[src/rtl/sensor_conditioner.sv]
// Loop-detector conditioning ahead of the traffic light controller: per direction a
// synchroniser, debounce FSM, pending-request latch and stuck-high fault detector.
module sensor_channel #(
  parameter int DEBOUNCE     = 3,
  parameter int STUCK_CYCLES = 60,
  parameter int CW           = 8
) (
  input  logic       clk,
  input  logic       rst,
  input  logic       raw_i,
  input  logic [2:0] light_i,
  output logic       sensor_o,
  output logic       fault_o
);

  typedef enum logic [1:0] {IDLE, QUAL_ON, PRESENT, QUAL_OFF} deb_state_e;

  localparam logic [CW-1:0] DEB_LAST  = CW'(DEBOUNCE - 1);
  localparam logic [CW-1:0] STUCK_MAX = CW'(STUCK_CYCLES);

  deb_state_e    state_q, state_d;
  logic          s1_q, s2_q;
  logic [CW-1:0] cnt_q, cnt_d;
  logic [CW-1:0] stuck_q, stuck_d;
  logic          presence_q, presence_d;
  logic          pending_q, pending_d;
  logic          fault_q, fault_d;
  logic          green;
  logic          entering_idle;

  always_ff @(posedge clk or negedge rst) begin
    if (!rst) begin
      s1_q       <= 1'b0;
      s2_q       <= 1'b0;
      state_q    <= IDLE;
      cnt_q      <= '0;
      stuck_q    <= '0;
      presence_q <= 1'b0;
      pending_q  <= 1'b0;
      fault_q    <= 1'b0;
    end else begin
      s1_q       <= raw_i;
      s2_q       <= s1_q;
      state_q    <= state_d;
      cnt_q      <= cnt_d;
      stuck_q    <= stuck_d;
      presence_q <= presence_d;
      pending_q  <= pending_d;
      fault_q    <= fault_d;
    end
  end

  // Debounce: any opposite sample during qualification abandons it with no credit kept.
  always_comb begin
    state_d    = state_q;
    cnt_d      = cnt_q;
    presence_d = presence_q;
    case (state_q)
      IDLE: begin
        if (s2_q) begin
          state_d = QUAL_ON;
          cnt_d   = CW'(1);
        end
      end
      QUAL_ON: begin
        if (!s2_q) begin
          state_d = IDLE;
        end else if (cnt_q == DEB_LAST) begin
          state_d    = PRESENT;
          presence_d = 1'b1;
        end else begin
          cnt_d = cnt_q + CW'(1);
        end
      end
      PRESENT: begin
        if (!s2_q) begin
          state_d = QUAL_OFF;
          cnt_d   = CW'(1);
        end
      end
      QUAL_OFF: begin
        if (s2_q) begin
          state_d = PRESENT;
        end else if (cnt_q == DEB_LAST) begin
          state_d    = IDLE;
          presence_d = 1'b0;
        end else begin
          cnt_d = cnt_q + CW'(1);
        end
      end
      default: state_d = IDLE;
    endcase
  end

  assign green         = (light_i == 3'b001);
  assign entering_idle = (state_d == IDLE) && (state_q != IDLE);

  always_comb begin
    stuck_d   = '0;
    fault_d   = fault_q;
    pending_d = pending_q;
    if (!entering_idle && (state_q == PRESENT || state_q == QUAL_OFF)) begin
      stuck_d = (stuck_q == STUCK_MAX) ? stuck_q : stuck_q + CW'(1);
    end
    if (entering_idle) begin
      fault_d = 1'b0;
    end else if (stuck_d == STUCK_MAX) begin
      fault_d = 1'b1;
    end
    // Green clears regardless of a simultaneous presence rise; a faulty channel never requests.
    if (green || fault_q) begin
      pending_d = 1'b0;
    end else if (presence_d && !presence_q) begin
      pending_d = 1'b1;
    end
  end

  assign sensor_o = (presence_q | pending_q) & ~fault_q;
  assign fault_o  = fault_q;

endmodule

module sensor_conditioner #(
  parameter int DEBOUNCE     = 3,
  parameter int STUCK_CYCLES = 60,
  parameter int CW           = 8
) (
  input  logic       clk,
  input  logic       rst,
  input  logic       ns_raw,
  input  logic       ew_raw,
  input  logic [2:0] NS_light,
  input  logic [2:0] EW_light,
  output logic       NS_sensor,
  output logic       EW_sensor,
  output logic       ns_fault,
  output logic       ew_fault
);

  sensor_channel #(.DEBOUNCE(DEBOUNCE), .STUCK_CYCLES(STUCK_CYCLES), .CW(CW)) u_ns (
    .clk      (clk),
    .rst      (rst),
    .raw_i    (ns_raw),
    .light_i  (NS_light),
    .sensor_o (NS_sensor),
    .fault_o  (ns_fault)
  );

  sensor_channel #(.DEBOUNCE(DEBOUNCE), .STUCK_CYCLES(STUCK_CYCLES), .CW(CW)) u_ew (
    .clk      (clk),
    .rst      (rst),
    .raw_i    (ew_raw),
    .light_i  (EW_light),
    .sensor_o (EW_sensor),
    .fault_o  (ew_fault)
  );

endmodule

[config.mk]
export PLATFORM = sky130hd
export DESIGN_NAME = sensor_conditioner
export DESIGN_NICKNAME = d
export VERILOG_FILES = /design/src/rtl/sensor_conditioner.sv
export SDC_FILE = /design/constraint.sdc
export NUM_CORES = 1
export LEC_CHECK = 0
export ABC_AREA = 1
export BUFFER_PORTS_ARGS = -buffer_cell sky130_fd_sc_hd__buf_2
export CAP_MARGIN = 0
export CORE_MARGIN = 2
export CORE_UTILIZATION = 45
export CTS_BUF_LIST = sky130_fd_sc_hd__clkbuf_16
export DETAILED_ROUTE_END_ITERATION = 10
export PLACE_DENSITY_LB_ADDON = 0.25
export SLEW_MARGIN = 0
export SYNTH_ARGS = -nofsm -noshare
export SYNTH_HDL_FRONTEND = slang
export SYNTH_HIERARCHICAL = 1
export SYNTH_SLANG_ARGS = --single-unit
[constraint.sdc]
create_clock -name clk -period 1.9 [get_ports clk]
set_input_delay 0.19 -clock clk [delete_from_list [all_inputs] [get_ports clk]]
set_output_delay 0.19 -clock clk [all_outputs]
set_load 0.005 [all_outputs]
==> results of run 1 <==
==> cells by family after synthesis <==
kind of cell / after synthesis / share of synthesized area
and+or+nand+nor: 157 / 0.272
buffers and inverters: 63 / 0.0966
AOI/OAI and AO/OA: 45 / 0.102
xor gates and xnor gates: 11 / 0.0405
DFF: 46 / 0.449
adders and majority gates: 8 / 0.0390
==> per-layer routing <==
layer / vias to the layer above / share of wire / track usage
li1: 1094 / - / -
met1: 957 / 0.49 / 0.211
met2: 18 / 0.48 / 0.283
met3: 4 / 0.021 / 0.0373
met4: 0 / 0.011 / 0.0517
met5: - / 0 / 0
==> cell usage in the layout, fill, tap and decap left out, types with 3 or more instances in the layout <==
| cell | count |
|---|---|
| a31oi_1 | 5 |
| nand2_1 | 71 |
| clkbuf_16 | 5 |
| o31ai_1 | 6 |
| ha_1 | 8 |
| nand3_1 | 29 |
| nand2_2 | 4 |
| nand3_2 | 3 |
| inv_1 | 61 |
| xor2_1 | 8 |
| dfrtp_1 | 46 |
| o21ai_0 | 19 |
| buf_2 | 13 |
| nor2_1 | 35 |
| a21oi_1 | 9 |
| nand4_1 | 7 |
==> per-stage QoR <==
stage / cells / setup WS (ns)
finish: 426 / 0.247
global route: 426 / 0.0325
CTS: 425 / 0.220
detailed placement: 416 / 0.236
global placement: 416 / 0.291
floorplan: 330 / 0.469
==> power groups by stage <==
stage | clock [mW] | combinational, mW | sequential (mW)
finish | 0.968 | 1.13 | 1.41
global route | 1.03 | 1.33 | 1.44
CTS | 1.00 | 1.14 | 1.41
detailed placement | 0 | 1.12 | 1.42
global placement | 0 | 1.11 | 1.42
floorplan | 0 | 0.895 | 1.37
==> flip-flops by register name, summed over array words and instances, names as in the netlist <==
signal / count
u_ns/cnt_q: 8
u_ew/s1_q: 1
u_ns/presence_q: 1
u_ns/fault_o: 1
u_ns/stuck_q: 8
u_ew/state_q: 2
u_ns/s1_q: 1
u_ew/fault_o: 1
u_ns/state_q: 2
u_ns/pending_q: 1
u_ns/s2_q: 1
u_ew/stuck_q: 8
u_ew/cnt_q: 8
u_ew/s2_q: 1
u_ew/presence_q: 1
u_ew/pending_q: 1
==> how the worst min path moves through the flow <==
stage                                  to  slack [ns]
after floorplan             u_ew/cnt_q[0]       -0.11
after global placement    u_ns/stuck_q[3]        0.20
after detailed placement  u_ns/stuck_q[3]        0.19
after CTS                       u_ew/s1_q       0.002
after global routing            u_ns/s1_q        0.03
final                           u_ns/s1_q        0.03
==> layout make-up <==
type                    instances  area [µm²]  area share
clock buffers                   5         125      0.0430
clock inverters                 3        41.3      0.0142
flip-flops and latches         46        1150       0.395
well taps                      72        90.1      0.0309
inverters                      62         240      0.0825
multi-input cells             221        1160       0.400
repair buffers                 17         100      0.0344
==> qor.txt, run 1 <==
Post-synth EDFFs -> 0
WS Path Type -> flip-flop to flip-flop
pins over their slew limit -> 0
min Tclk post-route -> 1.65 ns
Net Sw Power -> 1.31 mW
Clock Latency Late Sink -> 0.28 ns
crit share post-route -> 0.870
Starting Density -> 0.466
Hold Crit Start -> ns_raw
drt initial violations -> 114
crit-path max FO -> 11
count leader, synth -> nand2_1
diodes inserted -> 0
WP buf/inv -> 2
Synth area leader -> dfrtp_1
initial antenna violation count -> 0
WL/cell -> 11.2 µm
largest net degree at the start of global routing -> 23
RSZ-0062 raised after global routing -> no
synth unique cells -> 28
worst reg2reg startpoint -> u_ew/cnt_q[0]
post-route cell area -> 2910 µm²
crit end category -> flip-flop
CP Launch Type -> flip-flop
Via Count -> 2073
Worst path slowest cell -> dfrtp_1
most frequent cells after synthesis -> nand2_1 (71), inv_1 (60), dfrtp_1 (46), nor2_1 (35), nand3_1 (29)
Crit path arrival time -> 1.82 ns
Max-Cap Viols -> 0
fillers -> 514
status -> complete, no violations
setup TNS -> 0 ns
Post-synth top flop -> dfrtp_1
clock sinks -> 46
Seq pwr share -> 0.401
Die H -> 79.5 µm
final RePlAce weighted congestion -> 0.784
r2r endpoint -> u_ew/fault_o
DP Area -> 2730 µm²
DP HPWL -> 3.57 mm
Pre-antenna DRT Iters -> 5
clock network fraction of total power -> 0.276
Area Overhead vs Synth -> 13.6%
Post-synth ARST share -> 1.00
cts bufs inserted -> 5
Worst-path clk slew -> 0.06 ns
flops & latches, synth -> 46
reg-to-reg slack, setup -> 0.25 ns
first-pass GRT wire length -> 8.33 mm
vias per cell -> 4.87
CP required -> 2.07 ns
I/O Buffers -> 13
Critical Path Stages -> 11
Pint -> 2.20 mW
Min-Delay Path Depth -> 1
row cnt -> 27
Clock H-tree levels -> 2
FMAX -> 0.605 GHz
min-delay worst type -> input pin to flip-flop
Peak VDD IR -> 590 µV
# IOs -> 14
Core Box Area -> 5510 µm²
Layout Utilization -> 0.529
grt ovf -> 0
crit path capture -> u_ew/fault_o
crit-path cells -> inv_1 > ha_1 > nand2_1 > nor2_2 > nand3_1 > nand2_1 > inv_1 > nand3_1 > nor2_1 > nand2_1 > o21ai_0
Worst Reg2Reg Path Length in Cells -> 11
Post-Syn Instances -> 330
deepest clock path buffer count -> 2
Yosys warning total -> 6
slew of the pin with the lowest slew margin -> 0.510 ns
drc violations -> 0
share of layout cells above drive strength 1 -> 0.105
Post-Route WL -> 4.78 mm
CP max stage delay -> 0.40 ns
Lkg Pwr -> 1.46 nW
CP most frequent cell -> nand2_1
Resized cells post-CTS -> 0
Min Hold Slack -> 0.0297 ns
die width -> 79.5 µm
sequential area share after synthesis -> 0.449
post-CTS setup buffer count -> 0
Mapped Area -> 2560 µm²
Max-slew headroom -> 0.660
Final Hold Viols -> 0
post-route antenna net violation count -> 0
sw frac -> 0.373
Hold Buf Count CTS -> 1
Final Skew -> 0.00495 ns
share of the synthesized area in the top cell type -> 0.449
total power -> 3.51 mW
syn_area_per_cell -> 7.77 µm²
Syn Nets -> 348
die area -> 6320 µm²
vias in the first global route -> 1944
final setup violation count -> 0
total track usage -> 0.167
Worst Setup SP -> u_ew/cnt_q[0]
CTS tree -> yes
top post-synthesis cells by area -> dfrtp_1 (45%), nand2_1 (10%), inv_1 (8.8%)
Root Buffer -> clkbuf_16
family with the most delay on the worst path -> simple AND/OR/NAND/NOR gates
Comb pwr share -> 0.323
Power Density -> 1200 nW/µm²
NumNets Final -> 371
Note: power is estimated with default switching activity, not from simulation.
==> run 2: changes to the inputs <==
--- a/config.mk
+++ b/config.mk
@@ -16,5 +16,4 @@
 export SLEW_MARGIN = 0
 export SYNTH_ARGS = -nofsm -noshare
 export SYNTH_HDL_FRONTEND = slang
-export SYNTH_HIERARCHICAL = 1
 export SYNTH_SLANG_ARGS = --single-unit
==> run 2 against run 1 <==
Compared with the run above:
- via count fell by 1.2%
- combinational power fell by 4%
- sequential share of layout area rose by 0.48 points
- setup slack got worse by 0.0097 ns
- wire length fell by 0.86%
- non-clock buffer count rose by 2
- area after synthesis fell by 2.3%
- total power fell by 0.95%
- clock power rose by 0.8%
- critical path type unchanged
==> qor.txt, run 2 <==
final setup violation count -> 0 (unchanged)
Root Buffer -> clkbuf_16
Power Density -> 1210 nW/µm² (+0.26%)
Layout Utilization -> 0.529 (about the same)
WL/cell -> 11.3 µm (+0.32%)
min-delay worst type -> input pin to flip-flop
Die H -> 78.6 µm (-1.1%)
crit share post-route -> 0.875 (+0.00510)
pins over their slew limit -> 0 (unchanged)
Area Overhead vs Synth -> 14.9%
drt initial violations -> 130 (+14%)
post-route antenna net violation count -> 0 (unchanged)
post-CTS setup buffer count -> 0 (unchanged)
Final Hold Viols -> 0 (unchanged)
slew of the pin with the lowest slew margin -> 0.493 ns (-0.0178 ns)
FMAX -> 0.601 GHz (-0.58%)
first-pass GRT wire length -> 8.45 mm (+1.5%)
crit end category -> flip-flop
leading cell types in the layout, fill and taps excluded -> nand2_1 (71), inv_1 (49), dfrtp_1 (46), nor2_1 (33), nand3_1 (29)
final RePlAce weighted congestion -> 0.850 (+8.4%)
count leader, synth -> nand2_1
CP Launch Type -> flip-flop
multi-input logic area -> 1130 µm² (-2.7%)
min Tclk post-route -> 1.66 ns (+0.00968 ns)
Yosys warning total -> 0 (-6)
Lkg Pwr -> 1.41 nW (-3.1%)
share of the synthesized area in the top cell type -> 0.460 (+0.0105)
DR WL met2 -> 2.25 mm (-0.92%)
grt ovf -> 0 (unchanged)
# IOs -> 14 (unchanged)
die area -> 6180 µm² (-2.2%)
Worst-path clk slew -> 0.07 ns (about the same)
vias in the first global route -> 1998 (+2.8%)
WP buf/inv -> 2 (unchanged)
flops & latches, synth -> 46 (unchanged)
Post-synth top flop -> dfrtp_1
Starting Density -> 0.461 (-0.00503)
share of layout cells above drive strength 1 -> 0.129 (+0.0244)
Clock H-tree levels -> 2 (unchanged)
family with the most delay on the worst path -> simple AND/OR/NAND/NOR gates
highest routed layer -> met4
DP HPWL -> 3.52 mm (-1.3%)
crit-path max FO -> 8 (-3)
status -> complete, no violations
CP required -> 2.07 ns (about the same)
dpl ws -> -0.0633 ns (-0.299 ns)
WS Path Type -> flip-flop to flip-flop
Post-Route WL -> 4.74 mm (-0.86%)
fillers -> 501 (-2.5%)
Register Area -> 1150 µm² (unchanged)
DP Area -> 2680 µm² (-1.9%)
largest net degree at the start of global routing -> 28 (+22%)
Pre-antenna DRT Iters -> 4 (-1)
vias per cell -> 4.86 (about the same)
syn_area_per_cell -> 7.71 µm² (-0.79%)
crit-path cells -> inv_1 > ha_1 > nand2_1 > nor2_1 > nand3_1 > nand2_2 > inv_1 > nand2_1 > nor2_1 > nand2_1 > a21oi_2
Mapped Area -> 2500 µm² (-2.3%)
top post-synthesis cells by area -> dfrtp_1 (46%), nand2_1 (11%), inv_1 (7.3%)
total track usage -> 0.172 (+0.00540)
Via Count -> 2048 (-1.2%)
post-route cell area -> 2880 µm² (-1.2%)
Max-slew headroom -> 0.672 (+0.0119)
CP most frequent cell -> nand2_1
initial antenna violation count -> 0 (unchanged)
Syn Nets -> 343 (-1.4%)
Post-synth ARST share -> 1.00 (unchanged)
Worst path slowest cell -> dfrtp_1
row cnt -> 27 (unchanged)
commonest non-fill, non-tap cell in the layout -> nand2_1
Clock Latency Late Sink -> 0.29 ns (about the same)
Post-Syn Instances -> 325 (-1.5%)
Core Box Area -> 5440 µm² (-1.2%)
sequential area share after synthesis -> 0.460 (+0.0105)
NumNets Final -> 366 (-1.3%)
final worst slack -> 0.237 ns (-0.00969 ns)
Max-Cap Viols -> 0 (unchanged)
met3 wire len -> 163 µm (+65%)
clock sinks -> 46 (unchanged)
cts bufs inserted -> 5 (unchanged)
die width -> 78.6 µm (-1.1%)
met1 wire length -> 2.27 mm (-3.8%)
Final Skew -> 0.00810 ns (+0.00315 ns)
Synth area leader -> dfrtp_1
diodes inserted -> 0 (unchanged)
Peak VDD IR -> 602 µV (+1.9%)
deepest clock path buffer count -> 2 (unchanged)
Post-synth EDFFs -> 0 (unchanged)
most frequent cells after synthesis -> nand2_1 (71), inv_1 (49), dfrtp_1 (46), nor2_1 (34), nand3_1 (29)
synth unique cells -> 32 (+14%)
CP max stage delay -> 0.40 ns (about the same)
I/O Buffers -> 13 (unchanged)
drc violations -> 0 (unchanged)
Crit path arrival time -> 1.84 ns (+0.02 ns)
CTS tree -> yes
[run 2: cell count changes after synthesis, sizes merged, moves of 2 or more]
cell   change
nor3      +11
xor2       -7
xnor2      +2
inv        -8
a21oi      +3
nand3      -2
o22ai      -2
o31ai      -5
buf        +2
o21ai      -4
a31oi      -2
nor2       +4
[run 2: area by class of cell]
cell class / instances / area share
flip-flops and latches: 46 / 0.400
well taps: 72 / 0.0313
repair buffers: 19 / 0.0452
inverters: 55 / 0.0722
clock buffers: 5 / 0.0435
multi-input cells: 221 / 0.394
clock inverters: 3 / 0.0139
[run 2: timing repair]
action / CTS / global route
endpoints found under the hold margin: 19 / 2
resized for setup: 1 / 1
gates cloned: 0 / 0
hold buffers: 1 / 2
setup endpoints to repair: 2 / 2
[run 2: metal layers]
layer / global-route usage / vias to the layer above
met4: 0.0649 / 0
li1: - / 1086
met5: 0 / -
met2: 0.288 / 31
met1: 0.213 / 925
met3: 0.0448 / 6
[run 2: kinds of logic after synthesis]
kind of cell | share of synthesized area
AOI/OAI and AO/OA | 0.0804
xor gates and xnor gates | 0.0210
adders and majority gates | 0.0400
buffers and inverters | 0.0909
DFF | 0.460
and+or+nand+nor | 0.308
[run 2: stage by stage]
stage / hold WS [ns] / total power, mW / setup TNS, ns / std cells
after floorplan: -0.106 / 2.20 / 0 / 325
after global placement: 0.180 / 2.47 / 0 / 410
after detailed placement: 0.180 / 2.49 / -0.126 / 410
after CTS: 0.00289 / 3.49 / 0 / 419
after global routing: 0.270 / 3.75 / -0.0125 / 421
final: 0.226 / 3.47 / 0 / 421
[run 2: worst min-delay path: cells and delay by family]
family,cells,cell delay (ns)
and+or+nand+nor,1,0.04
buffers and inverters,1,0.08
AOI/OAI and AO/OA,1,0.15
[run 2: final timing paths]
| path | startpoint | cells past startpoint | endpoint | slack [ns] |
|---|---|---|---|---|
| worst max register to register | u_ew.cnt_q[0] | 11 | u_ew.fault_o | 0.24 |
| worst max-delay path | u_ew.cnt_q[0] | 11 | u_ew.fault_o | 0.24 |
| max in group asynchronous | rst | 3 | u_ns.cnt_q[5] | 0.99 |
| worst min register to register | u_ns.s1_q | 0 | u_ns.s2_q | 0.36 |
| min in group asynchronous | rst | 2 | u_ns.stuck_q[7] | 0.40 |
| worst min-delay path | NS_light[1] | 3 | u_ns.pending_q | 0.23 |
[run 2: report_power, final]
| part | switching (mW) | internal, mW | total [mW] |
|---|---|---|---|
| clock network | 0.361 | 0.615 | 0.976 |
| registers | 0.230 | 1.19 | 1.42 |
| logic | 0.676 | 0.399 | 1.08 |
